<file path="src/rtl/phys_reg_free_list_mw_if.sv">
// Rename/retire/checkpoint bus of the multi-way physical register free list.
// master = rename/retire/branch side, slave = free list.
interface phys_reg_free_list_mw_if #(
  parameter int unsigned NUM_PHYS_REGS   = 64,
  parameter int unsigned DEQ_WIDTH       = 2,
  parameter int unsigned ENQ_WIDTH       = 2,
  parameter int unsigned NUM_CHECKPOINTS = 4,
  parameter int unsigned ROB_IDX_W       = 5
);
  localparam int unsigned TAG_W = $clog2(NUM_PHYS_REGS);
  localparam int unsigned CP_W  = $clog2(NUM_CHECKPOINTS);

  logic [DEQ_WIDTH-1:0]              dequeue_tag_valid;
  logic [DEQ_WIDTH-1:0][TAG_W-1:0]   dequeue_tag;
  logic [DEQ_WIDTH-1:0]              dequeue_valid;
  logic [ENQ_WIDTH-1:0]              enqueue_valid;
  logic [ENQ_WIDTH-1:0][TAG_W-1:0]   enqueue_tag;
  logic                              save_checkpoint_valid;
  logic [ROB_IDX_W-1:0]              save_checkpoint_ROB_index;
  logic                              save_checkpoint_ready;
  logic [CP_W-1:0]                   save_checkpoint_column;
  logic                              restore_checkpoint_valid;
  logic                              restore_checkpoint_speculate_failed;
  logic [CP_W-1:0]                   restore_checkpoint_column;
  logic [ROB_IDX_W-1:0]              restore_checkpoint_ROB_index;
  logic                              restore_checkpoint_success;

  modport master (
    input  dequeue_tag_valid, dequeue_tag, save_checkpoint_ready,
           save_checkpoint_column, restore_checkpoint_success,
    output dequeue_valid, enqueue_valid, enqueue_tag,
           save_checkpoint_valid, save_checkpoint_ROB_index,
           restore_checkpoint_valid, restore_checkpoint_speculate_failed,
           restore_checkpoint_column, restore_checkpoint_ROB_index
  );

  modport slave (
    output dequeue_tag_valid, dequeue_tag, save_checkpoint_ready,
           save_checkpoint_column, restore_checkpoint_success,
    input  dequeue_valid, enqueue_valid, enqueue_tag,
           save_checkpoint_valid, save_checkpoint_ROB_index,
           restore_checkpoint_valid, restore_checkpoint_speculate_failed,
           restore_checkpoint_column, restore_checkpoint_ROB_index
  );
endinterface

</file>
<file path="src/rtl/phys_reg_free_list_mw.sv">
// Multi-way physical register free list: circular tag array with wrap-bit pointers
// and a checkpoint ring of saved head pointers for single-cycle mispredict rollback.
module phys_reg_free_list_mw #(
  parameter int unsigned NUM_PHYS_REGS   = 64,
  parameter int unsigned NUM_ARCH_REGS   = 32,
  parameter int unsigned DEQ_WIDTH       = 2,
  parameter int unsigned ENQ_WIDTH       = 2,
  parameter int unsigned NUM_CHECKPOINTS = 4,
  parameter int unsigned ROB_IDX_W       = 5
) (
  input  logic                    CLK,
  input  logic                    nRST,
  phys_reg_free_list_mw_if.slave  bus
);
  localparam int unsigned TAG_W     = $clog2(NUM_PHYS_REGS);
  localparam int unsigned CP_W      = $clog2(NUM_CHECKPOINTS);
  localparam int unsigned PTR_W     = TAG_W + 1;
  localparam int unsigned CPP_W     = CP_W + 1;
  localparam int unsigned CNT_W     = PTR_W + 1;
  localparam int unsigned INIT_FREE = NUM_PHYS_REGS - NUM_ARCH_REGS;

  logic [TAG_W-1:0]     entry_q     [NUM_PHYS_REGS];
  logic [TAG_W-1:0]     entry_d     [NUM_PHYS_REGS];
  logic [PTR_W-1:0]     head_q, head_d, tail_q, tail_d;
  logic [CPP_W-1:0]     cp_head_q, cp_head_d, cp_tail_q, cp_tail_d;
  logic [NUM_CHECKPOINTS-1:0] cp_valid_q, cp_valid_d;
  logic [PTR_W-1:0]     cp_saved_q  [NUM_CHECKPOINTS];
  logic [PTR_W-1:0]     cp_saved_d  [NUM_CHECKPOINTS];
  logic [ROB_IDX_W-1:0] cp_rob_q    [NUM_CHECKPOINTS];
  logic [ROB_IDX_W-1:0] cp_rob_d    [NUM_CHECKPOINTS];

  logic [PTR_W-1:0]     free_count;
  logic [PTR_W-1:0]     deq_cnt;
  logic                 deq_run;
  logic [PTR_W-1:0]     enq_cnt;
  logic [DEQ_WIDTH-1:0] tag_valid_c;
  logic [DEQ_WIDTH-1:0][TAG_W-1:0] tag_c;
  logic                 cp_full;
  logic [CP_W-1:0]      rst_col;
  logic                 col_match;
  logic                 rollback_ok;
  logic                 release_ok;
  logic                 save_fire;
  logic [CP_W-1:0]      rb_off;
  logic [CPP_W-1:0]     rb_tail;
  logic [CPP_W-1:0]     inv_cnt;

  assign free_count = tail_q - head_q;

  // Dequeue lanes: only the leading run of requested, available lanes is consumed.
  always_comb begin
    deq_cnt     = '0;
    deq_run     = 1'b1;
    tag_valid_c = '0;
    tag_c       = '0;
    for (int i = 0; i < DEQ_WIDTH; i++) begin
      tag_valid_c[i] = free_count > PTR_W'(i);
      tag_c[i]       = entry_q[TAG_W'(head_q[TAG_W-1:0] + TAG_W'(i))];
      if (deq_run && bus.dequeue_valid[i] && tag_valid_c[i]) begin
        deq_cnt = deq_cnt + PTR_W'(1);
      end else begin
        deq_run = 1'b0;
      end
    end
  end

  // Checkpoint ring status and restore qualification.
  assign cp_full     = (cp_tail_q[CP_W] != cp_head_q[CP_W]) &&
                       (cp_tail_q[CP_W-1:0] == cp_head_q[CP_W-1:0]);
  assign rst_col     = bus.restore_checkpoint_column;
  assign col_match   = cp_valid_q[rst_col] &&
                       (cp_rob_q[rst_col] == bus.restore_checkpoint_ROB_index);
  assign rollback_ok = bus.restore_checkpoint_valid && bus.restore_checkpoint_speculate_failed &&
                       col_match;
  assign release_ok  = bus.restore_checkpoint_valid && !bus.restore_checkpoint_speculate_failed &&
                       col_match && (rst_col == cp_head_q[CP_W-1:0]);
  assign save_fire   = bus.save_checkpoint_valid && !cp_full && !rollback_ok;

  // Rollback truncates the ring back to the target column, keeping its wrap bit
  // consistent by measuring the target's distance from cp_head.
  assign rb_off  = CP_W'(rst_col - cp_head_q[CP_W-1:0]);
  assign rb_tail = cp_head_q + CPP_W'(rb_off);
  assign inv_cnt = cp_tail_q - rb_tail;

  always_comb begin
    entry_d    = entry_q;
    head_d     = head_q + deq_cnt;
    tail_d     = tail_q;
    cp_head_d  = cp_head_q;
    cp_tail_d  = cp_tail_q;
    cp_valid_d = cp_valid_q;
    cp_saved_d = cp_saved_q;
    cp_rob_d   = cp_rob_q;
    enq_cnt    = '0;

    for (int i = 0; i < ENQ_WIDTH; i++) begin
      if (bus.enqueue_valid[i]) begin
        entry_d[TAG_W'(tail_q[TAG_W-1:0] + enq_cnt[TAG_W-1:0])] = bus.enqueue_tag[i];
        enq_cnt = enq_cnt + PTR_W'(1);
      end
    end
    tail_d = tail_q + enq_cnt;

    if (save_fire) begin
      cp_valid_d[cp_tail_q[CP_W-1:0]] = 1'b1;
      cp_saved_d[cp_tail_q[CP_W-1:0]] = head_q + deq_cnt;
      cp_rob_d[cp_tail_q[CP_W-1:0]]   = bus.save_checkpoint_ROB_index;
      cp_tail_d                       = cp_tail_q + CPP_W'(1);
    end

    if (release_ok) begin
      cp_valid_d[rst_col] = 1'b0;
      cp_head_d           = cp_head_q + CPP_W'(1);
    end

    if (rollback_ok) begin
      head_d    = cp_saved_q[rst_col];
      cp_tail_d = rb_tail;
      for (int j = 0; j < NUM_CHECKPOINTS; j++) begin
        if (CPP_W'(CP_W'(CP_W'(j) - rst_col)) < inv_cnt) begin
          cp_valid_d[j] = 1'b0;
        end
      end
    end
  end

  always_ff @(posedge CLK or negedge nRST) begin
    if (!nRST) begin
      head_q     <= '0;
      tail_q     <= PTR_W'(INIT_FREE);
      cp_head_q  <= '0;
      cp_tail_q  <= '0;
      cp_valid_q <= '0;
      for (int i = 0; i < NUM_PHYS_REGS; i++) begin
        if (i < int'(INIT_FREE)) entry_q[i] <= TAG_W'(NUM_ARCH_REGS + i);
        else                     entry_q[i] <= '0;
      end
      for (int j = 0; j < NUM_CHECKPOINTS; j++) begin
        cp_saved_q[j] <= '0;
        cp_rob_q[j]   <= '0;
      end
    end else begin
      head_q     <= head_d;
      tail_q     <= tail_d;
      cp_head_q  <= cp_head_d;
      cp_tail_q  <= cp_tail_d;
      cp_valid_q <= cp_valid_d;
      entry_q    <= entry_d;
      cp_saved_q <= cp_saved_d;
      cp_rob_q   <= cp_rob_d;
    end
  end

  assign bus.dequeue_tag_valid          = tag_valid_c;
  assign bus.dequeue_tag                = tag_c;
  assign bus.save_checkpoint_ready      = !cp_full;
  assign bus.save_checkpoint_column     = cp_tail_q[CP_W-1:0];
  assign bus.restore_checkpoint_success = rollback_ok || release_ok;

  // Retire may never free more tags than the array can hold.
  a_no_overflow: assert property (@(posedge CLK) disable iff (!nRST)
    (CNT_W'(free_count) + CNT_W'(enq_cnt)) <= CNT_W'(NUM_PHYS_REGS));

endmodule

</file>
<file path="src/flat_wrapper.sv">
// flat-port wrapper written by rule: the top's interface ports become plain ports
module phys_reg_free_list_mw_flat 
#(
  parameter int unsigned NUM_PHYS_REGS   = 64,
  parameter int unsigned NUM_ARCH_REGS   = 32,
  parameter int unsigned DEQ_WIDTH       = 2,
  parameter int unsigned ENQ_WIDTH       = 2,
  parameter int unsigned NUM_CHECKPOINTS = 4,
  parameter int unsigned ROB_IDX_W       = 5
)
  (CLK, nRST, bus_dequeue_tag_valid, bus_dequeue_tag, bus_save_checkpoint_ready, bus_save_checkpoint_column, bus_restore_checkpoint_success, bus_dequeue_valid, bus_enqueue_valid, bus_enqueue_tag, bus_save_checkpoint_valid, bus_save_checkpoint_ROB_index, bus_restore_checkpoint_valid, bus_restore_checkpoint_speculate_failed, bus_restore_checkpoint_column, bus_restore_checkpoint_ROB_index);
  phys_reg_free_list_mw_if #(.NUM_PHYS_REGS(NUM_PHYS_REGS), .DEQ_WIDTH(DEQ_WIDTH), .ENQ_WIDTH(ENQ_WIDTH), .NUM_CHECKPOINTS(NUM_CHECKPOINTS), .ROB_IDX_W(ROB_IDX_W)) bus_i ();
  input  logic CLK;
  input  logic nRST;
  output wire logic [$bits(bus_i.dequeue_tag_valid)-1:0] bus_dequeue_tag_valid;
  output wire logic [$bits(bus_i.dequeue_tag)-1:0] bus_dequeue_tag;
  output wire logic [$bits(bus_i.save_checkpoint_ready)-1:0] bus_save_checkpoint_ready;
  output wire logic [$bits(bus_i.save_checkpoint_column)-1:0] bus_save_checkpoint_column;
  output wire logic [$bits(bus_i.restore_checkpoint_success)-1:0] bus_restore_checkpoint_success;
  input wire logic [$bits(bus_i.dequeue_valid)-1:0] bus_dequeue_valid;
  input wire logic [$bits(bus_i.enqueue_valid)-1:0] bus_enqueue_valid;
  input wire logic [$bits(bus_i.enqueue_tag)-1:0] bus_enqueue_tag;
  input wire logic [$bits(bus_i.save_checkpoint_valid)-1:0] bus_save_checkpoint_valid;
  input wire logic [$bits(bus_i.save_checkpoint_ROB_index)-1:0] bus_save_checkpoint_ROB_index;
  input wire logic [$bits(bus_i.restore_checkpoint_valid)-1:0] bus_restore_checkpoint_valid;
  input wire logic [$bits(bus_i.restore_checkpoint_speculate_failed)-1:0] bus_restore_checkpoint_speculate_failed;
  input wire logic [$bits(bus_i.restore_checkpoint_column)-1:0] bus_restore_checkpoint_column;
  input wire logic [$bits(bus_i.restore_checkpoint_ROB_index)-1:0] bus_restore_checkpoint_ROB_index;
  assign bus_dequeue_tag_valid = bus_i.dequeue_tag_valid;
  assign bus_dequeue_tag = bus_i.dequeue_tag;
  assign bus_save_checkpoint_ready = bus_i.save_checkpoint_ready;
  assign bus_save_checkpoint_column = bus_i.save_checkpoint_column;
  assign bus_restore_checkpoint_success = bus_i.restore_checkpoint_success;
  assign bus_i.dequeue_valid = bus_dequeue_valid;
  assign bus_i.enqueue_valid = bus_enqueue_valid;
  assign bus_i.enqueue_tag = bus_enqueue_tag;
  assign bus_i.save_checkpoint_valid = bus_save_checkpoint_valid;
  assign bus_i.save_checkpoint_ROB_index = bus_save_checkpoint_ROB_index;
  assign bus_i.restore_checkpoint_valid = bus_restore_checkpoint_valid;
  assign bus_i.restore_checkpoint_speculate_failed = bus_restore_checkpoint_speculate_failed;
  assign bus_i.restore_checkpoint_column = bus_restore_checkpoint_column;
  assign bus_i.restore_checkpoint_ROB_index = bus_restore_checkpoint_ROB_index;
  phys_reg_free_list_mw #(.NUM_PHYS_REGS(NUM_PHYS_REGS), .NUM_ARCH_REGS(NUM_ARCH_REGS), .DEQ_WIDTH(DEQ_WIDTH), .ENQ_WIDTH(ENQ_WIDTH), .NUM_CHECKPOINTS(NUM_CHECKPOINTS), .ROB_IDX_W(ROB_IDX_W)) u_core (.CLK(CLK), .nRST(nRST), .bus(bus_i));
endmodule
</file>
<file path="config.mk">
export PLATFORM = sky130hd
export DESIGN_NAME = phys_reg_free_list_mw_flat
export DESIGN_NICKNAME = d
export VERILOG_FILES = /design/src/rtl/phys_reg_free_list_mw_if.sv /design/src/rtl/phys_reg_free_list_mw.sv /design/src/flat_wrapper.sv
export SDC_FILE = /design/constraint.sdc
export NUM_CORES = 1
export LEC_CHECK = 0
export BUFFER_PORTS_ARGS = -buffer_cell sky130_fd_sc_hd__buf_2
export CORE_MARGIN = 10
export CORE_UTILIZATION = 50
export CTS_BUF_LIST = sky130_fd_sc_hd__clkbuf_4
export CTS_CLUSTER_SIZE = 28
export DETAILED_ROUTE_END_ITERATION = 10
export PLACE_DENSITY = 0.73
export RECOVER_POWER = 100
export SETUP_SLACK_MARGIN = 0.15
export SYNTH_ARGS = -nofsm -noshare
export SYNTH_HDL_FRONTEND = slang
export SYNTH_SLANG_ARGS = --single-unit
</file>
<file path="constraint.sdc">
create_clock -name CLK -period 6.18 [get_ports CLK]
set_input_delay 0.309 -clock CLK [delete_from_list [all_inputs] [get_ports CLK]]
set_output_delay 0.309 -clock CLK [all_outputs]
set_load 0.02 [all_outputs]
</file>
Yosys cells after proc, flatten, opt, wreduce, memory -nomap -nowiden
Index checks and enable logic that the tools add are counted.
{"block": "classes", "shift": 0, "muxes": 47, "div": 0, "bitwise_logic": 9, "reduce_logical": 22, "add_sub_neg": 16, "n_eq_ne": 4, "multipliers": 0, "order_cmp": 19}
{"cell": "$bwmux W384", "count": 2}
{"cell": "$mux W384", "count": 2}
{"cell": "$bmux W6 S6", "count": 2}
{"cell": "$demux W6 S6", "count": 2}
{"cell": "$mux W7", "count": 6}
{"cell": "$mux W6", "count": 6}
{"cell": "$bwmux W28", "count": 1}
{"cell": "$ge A7 B7 Y1 const B", "count": 4}
{"cell": "$not A6 Y7", "count": 4}
{"cell": "$bwmux W20", "count": 1}
{"cell": "$logic_and A1 B1 Y1", "count": 17}
{"cell": "$mux W5", "count": 3}
{"cell": "$add A7 B7 Y7", "count": 2}
{"cell": "$bmux W7 S2", "count": 1}
{"cell": "$demux W7 S2", "count": 1}
{"cell": "$gt A7 B1 Y1 const B", "count": 2}
{"cell": "$lt A7 B1 Y1 const B", "count": 2}
{"cell": "$lt A2 B3 Y1", "count": 4}
{"cell": "$mux W4", "count": 3}
{"cell": "$bmux W5 S2", "count": 1}
{"cell": "$demux W5 S2", "count": 1}
{"cell": "$mux W1", "count": 10}
{"cell": "$add A7 B1 Y7 const B", "count": 1}
{"cell": "$sub A7 B7 Y7", "count": 1}
{"cell": "26 further kinds", "count": 38}
{"block": "totals", "romBits": 0, "regBits": 456, "out_inout_bits": 18, "memories": 0, "word_cells": 194, "input_bits": 33, "ram_bits": 0, "latch_bits": 0}

Logic depth before layout (Yosys ltp)
{"block": "depth", "depth_word": 14, "depth_mapped": 19, "depth_no_buf": 15}

Least setup slack after synthesis
OpenSTA, ideal clock, no wires.
{"block": "synth_timing", "path_kind": "register to register", "start": "register u_core.head_q[1]", "end": "register u_core.cp_saved_q[13] (netlist name)", "arrival_time_ns": 4.559, "path_stages_with_launch": 20, "synth_period_minus_slack_ns": 4.684, "n_path_buf": 5, "setup_time_ns": 0.125, "t_required_ns": 6.055, "slack_ns": 1.496, "cell_sequence": "dfrtp_1 -> buf_2 -> buf_4 -> buf_4 -> buf_4 -> buf_4 -> inv_1 -> ha_1 -> nor2b_1 -> o21a_1 -> or4_1 -> a211oi_1 -> a31oi_1 -> ha_1 -> ha_1 -> inv_1 -> fa_1 -> nor3_1 -> xor2_1 -> mux2_2"}
{"block": "synth_between", "elab_chain_cells": 9, "word_cells_on_any_way": 12, "classes_between": "3 x add/sub; 2 x order compare; 4 x mux; 3 x reduce/logical"}
{"element": "start: declaration", "line_no": "phys_reg_free_list_mw.sv:24", "rtl": "logic [PTR_W-1:0] head_q, head_d, tail_q, tail_d;"}
{"element": "start signal: assignment", "line_no": "phys_reg_free_list_mw.sv:129", "rtl": "head_q <= '0;"}
{"element": "start signal: assignment", "line_no": "phys_reg_free_list_mw.sv:143", "rtl": "head_q <= head_d;"}
{"element": "branches (longest 7 deep; another with $sub A7 B7 Y7)"}
{"element": "$add A7 B7 Y7 *", "line_no": "phys_reg_free_list_mw.sv:106", "rtl": "cp_saved_d[cp_tail_q[CP_W-1:0]] = head_q + deq_cnt;"}
{"element": "$bwmux W28 *", "line_no": "phys_reg_free_list_mw.sv:106"}
{"element": "end signal: assignment", "line_no": "phys_reg_free_list_mw.sv:149", "rtl": "cp_saved_q <= cp_saved_d;"}
{"element": "end: declaration", "line_no": "phys_reg_free_list_mw.sv:27", "rtl": "logic [PTR_W-1:0] cp_saved_q [NUM_CHECKPOINTS];"}
Mark *: on every way between the ends.
A chain may end at the register's enable or synchronous reset.

Final worst setup path
{"block": "layout_timing", "start": "register u_core.head_q[1]", "end": "output port bus_dequeue_tag[9]"}
{"block": "layout_between", "elab_chain_cells": 5}
{"element": "$add A6 B1 Y6", "line_no": "phys_reg_free_list_mw.sv:58", "rtl": "tag_c[i] = entry_q[TAG_W'(head_q[TAG_W-1:0] + TAG_W'(i))];"}
{"element": "$not A6 Y7 (implied by the code)", "line_no": "phys_reg_free_list_mw.sv:58"}
{"element": "$bmux W6 S6", "line_no": "phys_reg_free_list_mw.sv:58"}
{"element": "$mux W6 (implied by the code) (2 in a row)", "line_no": "phys_reg_free_list_mw.sv:58"}
{"element": "end: declaration", "line_no": "flat_wrapper.sv:16", "rtl": "output wire logic [$bits(bus_i.dequeue_tag)-1:0] bus_dequeue_tag;"}
No other way between the ends. The select of a mux whose other input is x is not followed.

==> implementation parameters <==
Parameter                              Value

Global route
  Number of antenna violations at the first check in global routing ... 4
  Global-route wire length before repair ... 141.9 mm
  Largest net degree at the start of global routing ... 150
  Total routing usage reported by global routing ... 0.2632
  Remaining global-route overflow ... 0
  Vias in the first global route ... 22,640

Finish
  Most frequent standard cell in the layout excluding fill and tap cells ... sky130_fd_sc_hd__mux2_2
  Fraction of final layout cells with drive strength greater than 1 ... 0.5106
  Layout Area Growth over Synthesis ... 7.909%
  Most used cells in the layout excluding fill and tap cells ... 576 x sky130_fd_sc_hd__mux2_2, 341 x sky130_fd_sc_hd__dfrtp_1, 238 x sky130_fd_sc_hd__mux4_2
  Layout Nets ... 2,415
  Number of standard cells in the final layout excluding fillers ... 3,232
  Non-Filler Cell Area, Final ... 0.03295 sq mm

Worst setup path
  Kind of start point of the critical path ... flop
  Largest stage delay on the critical path ... 0.73 ns
  Maximum fanout along the worst path ... 79
  Data arrival time of the critical path ... 5.02 ns
  Path type of the worst setup path ... flop to output port
  CP delay by family, top ... multiplexers
  Worst path required time ... 5.87 ns
  Cells along the critical path ... buf_12 -> ha_4 -> buf_4 -> mux4_2 -> mux4_2 -> mux2i_1 -> mux2i_1 -> clkbuf_1
  Count of buffer and inverter cells on the critical path ... 3
  Critical-path cell with the highest stage delay ... sky130_fd_sc_hd__dfrtp_4
  Worst setup EP type ... output port

Clock tree
  Htree depth ... 4
  Buffers from clock root to sink, at most ... 3
  Post-CTS Setup Repair Bufs ... 0
  Root Buffer ... sky130_fd_sc_hd__clkbuf_4
  Cts bufs inserted ... 130
  CTS Sinks ... 456
  Clock transition at the register clock pins on the worst setup and hold paths after CTS ... 0.07 ns
  Later-pin clock latency in the skew report ... 0.93 ns
  TritonCTS clock tree ... done

Logic synthesis
  Post-synth ARST share ... 1.000
  Most used flip-flop cell after synthesis ... sky130_fd_sc_hd__dfrtp_1
  Post-Syn Area ... 0.03053 sq mm
  Fraction of post-synthesis cell area in the top cell type by area ... 0.2811
  Number of distinct standard cells referenced by the synthesized netlist ... 65
  Post-synthesis sequential area ratio ... 0.3784
  Synthesized instance count ... 2,301
  Post-synthesis average cell area ... 13.27 sq um
  Synth Register Bits ... 456
  Cells taking the most area after synthesis ... sky130_fd_sc_hd__dfrtp_1 28%, sky130_fd_sc_hd__mux2_2 21%, sky130_fd_sc_hd__mux4_2 18%
  Total of warnings raised by yosys ... 0
  Library cell with the largest summed area after synthesis ... sky130_fd_sc_hd__dfrtp_1
  Number of enable-type register cells in the synthesized netlist ... 0
  Post-Synthesis Net Count ... 2,370

Power and ir drop
  Share of power burned in registers ... 0.302
  Power density relative to cell area ... 583.6 mW/mm^2
  Worst supply voltage drop on vdd ... 623.0 uV
  Fraction of power consumed by combinational cells ... 0.540
  Net switching power of the design ... 0.007838 W
  Internal power ... 0.01139 W
  Clock power frac ... 0.157
  Switching Fraction ... 0.4076
  Pleak ... 13.50 nW

Placement
  Cell Area, Placed ... 0.03122 sq mm
  Number of placed cells counting well taps ... 2,971
  Number of port buffers ... 50
  DPL Wire Length ... 59.51 mm
  GPL Wtd Cong ... 0.9391

STA
  Pin slew with the least headroom to its limit ... 4.003 ns
  Final cycle utilization of the critical path ... 0.8623
  Count of final setup violators ... 0
  Largest clock skew in the final design ... 0.06479 ns
  Setup repair after global routing missed its margin ... no
  Highest clock frequency the design can meet ... 187.7 MHz
  Summed negative setup slack over all endpoints ... 0 ns
  Slew HR ... -1.668
  Min cycle time layout ... 5.329 ns
  Number of pins exceeding their max-slew limit in the final report ... 257
  Final Hold Vio Count ... 0

Drt
  Pre-Repair DR Iteration Count ... 10
  Drt wl/cell ... 28.72 microns
  Via count normalized by instance count ... 6.761
  Remaining DRCs ... 0
  Post-route antenna net violation count ... 0
  Vias post-DR ... 21,850
  Number of DRC violations after detailed-routing iteration 0 ... 2,819
  Total Wirelength ... 92.84 mm

Outcome
  Outcome ... complete, but fails checks
  Violations in the final reports ... max-capacitance violations, max-slew violations

Die
  Die area ... 0.07135 sq mm
  Height of the chip ... 267.1 microns
  I/O pins ... 51
  Placement Rows ... 90
  Standard cell core area ... 0.06036 sq mm
  Initial Utilization ... 0.5058
  Die Span X ... 267.1 microns

Hold path
  Class of the tightest hold or removal check ... input port to flop

Flow run
  Max-cap violations ... 9
## flip-flops by register name, summed over array words and instances, names as in the netlist
name               flops
u_core.cp_rob_q       20
u_core.head_q          7
u_core.cp_head_q       3
u_core.tail_q          7
u_core.cp_saved_q     28
u_core.cp_valid_q      4
u_core.cp_tail_q       3
u_core.entry_q       384
## Yosys cell counts, drive strengths merged, types with 2 or more instances
cell and number:
mux4 244, a311oi 3, or3 4, a21oi 44, o21ai 93, xnor2 26
nor3b 3, and3b 2, a211oi 21, nor2b 10, dfrtp 343, mux2i 142
nand2b 8, or2 2, o21a 3, nand3b 4, clkbuf 114, a22oi 4
buf 85, nand3 29, inv 30, o22ai 3, nor3 24, a221oi 3
a32oi 2, nand4 29, fa 5, and3 9, and2 9, nand2 126
a21o 3, nor2 60, dfstp 113, ha 31, a31oi 2, nor4 27
o211ai 2, mux2 620, xor2 11
## worst paths after layout
path | cells past startpoint | start | slack [ns] | end
worst max-delay path | 8 | u_core.head_q[1] | 0.85 | bus_dequeue_tag[9]
worst min-delay path | 5 | bus_restore_checkpoint_ROB_index[3] | 0.04 | u_core.cp_valid_q[0]
worst max register to register | 7 | u_core.tail_q[5] | 1.05 | u_core.entry_q[284]
worst min register to register | 1 | u_core.tail_q[6] | 0.49 | u_core.tail_q[6]
max in group asynchronous | 4 | nRST | 0.87 | u_core.entry_q[127]
min in group asynchronous | 3 | nRST | 1.92 | u_core.entry_q[346]
## power groups by stage
stage	sequential [W]	combinational (W)	clock, W
finish	0.00581	0.0104	0.00302
global route	0.00594	0.0109	0.00327
CTS	0.00573	0.0104	0.00309
detailed placement	0.00577	0.0103	0
global placement	0.00568	0.0100	0
floorplan	0.00516	0.00790	0
## metal layers
| metal | vias up | share of wire | global-route usage |
|---|---|---|---|
| met5 | - | 0.00028 | 0 |
| met4 | 4 | 0.038 | 0.1121 |
| met3 | 287 | 0.12 | 0.08328 |
| met2 | 1445 | 0.46 | 0.4044 |
| met1 | 11140 | 0.38 | 0.3393 |
| li1 | 8972 | - | - |
## cell families after synthesis
kind of cell             Yosys count  share of synthesized area
adder cells (fa/ha/maj)           36                    0.01598
XOR/XNOR                          37                    0.01135
AO/OA/AOI/OAI                    188                    0.04213
AND/OR/NAND/NOR                  348                    0.05668
multiplexers                    1006                     0.4611
buffers and inverters            230                    0.03438
flip-flops                       456                     0.3784
## area by class of cell
| cell class | instances | area (sq um) |
|---|---|---|
| Antenna cell | 4 | 10.01 |
| Clock buffer | 194 | 1456 |
| Clock inverter | 38 | 287.8 |
| Fill cell | 4973 | 27410 |
| Inverter | 31 | 116.4 |
| Multi-Input combinational cell | 1615 | 17740 |
| Sequential cell | 456 | 11560 |
| Tap cell | 782 | 978.4 |
| Timing Repair Buffer | 112 | 799.5 |
## worst min-delay path, delay by kind of cell
kind / cells / cell delay (ns)
AOI/OAI and AO/OA: 2 / 0.27
and+or+nand+nor: 1 / 0.16
buffers and inverters: 1 / 0.11
xor gates and xnor gates: 1 / 0.10
## repair_timing
| item | 4_1_cts | 5_1_grt |
|---|---|---|
| endpoints found under the hold margin | 167 | 0 |
| hold buffers | 25 | 0 |
| resized for setup | 0 | 0 |
## per-stage QoR
stage | power [W] | util | hold slack (ns) | setup WS (ns)
floorplan | 0.01306 | - | 0.01341 | 1.496
global placement | 0.01571 | 0.5173 | 0.4040 | 1.789
detailed placement | 0.01607 | 0.5173 | 0.4018 | 1.728
CTS | 0.01920 | 0.5505 | 0.01034 | 0.6657
global route | 0.02011 | 0.5459 | 0.01213 | 0.3138
finish | 0.01923 | 0.5459 | 0.04128 | 0.8509
(Power assumes the default switching activity.)
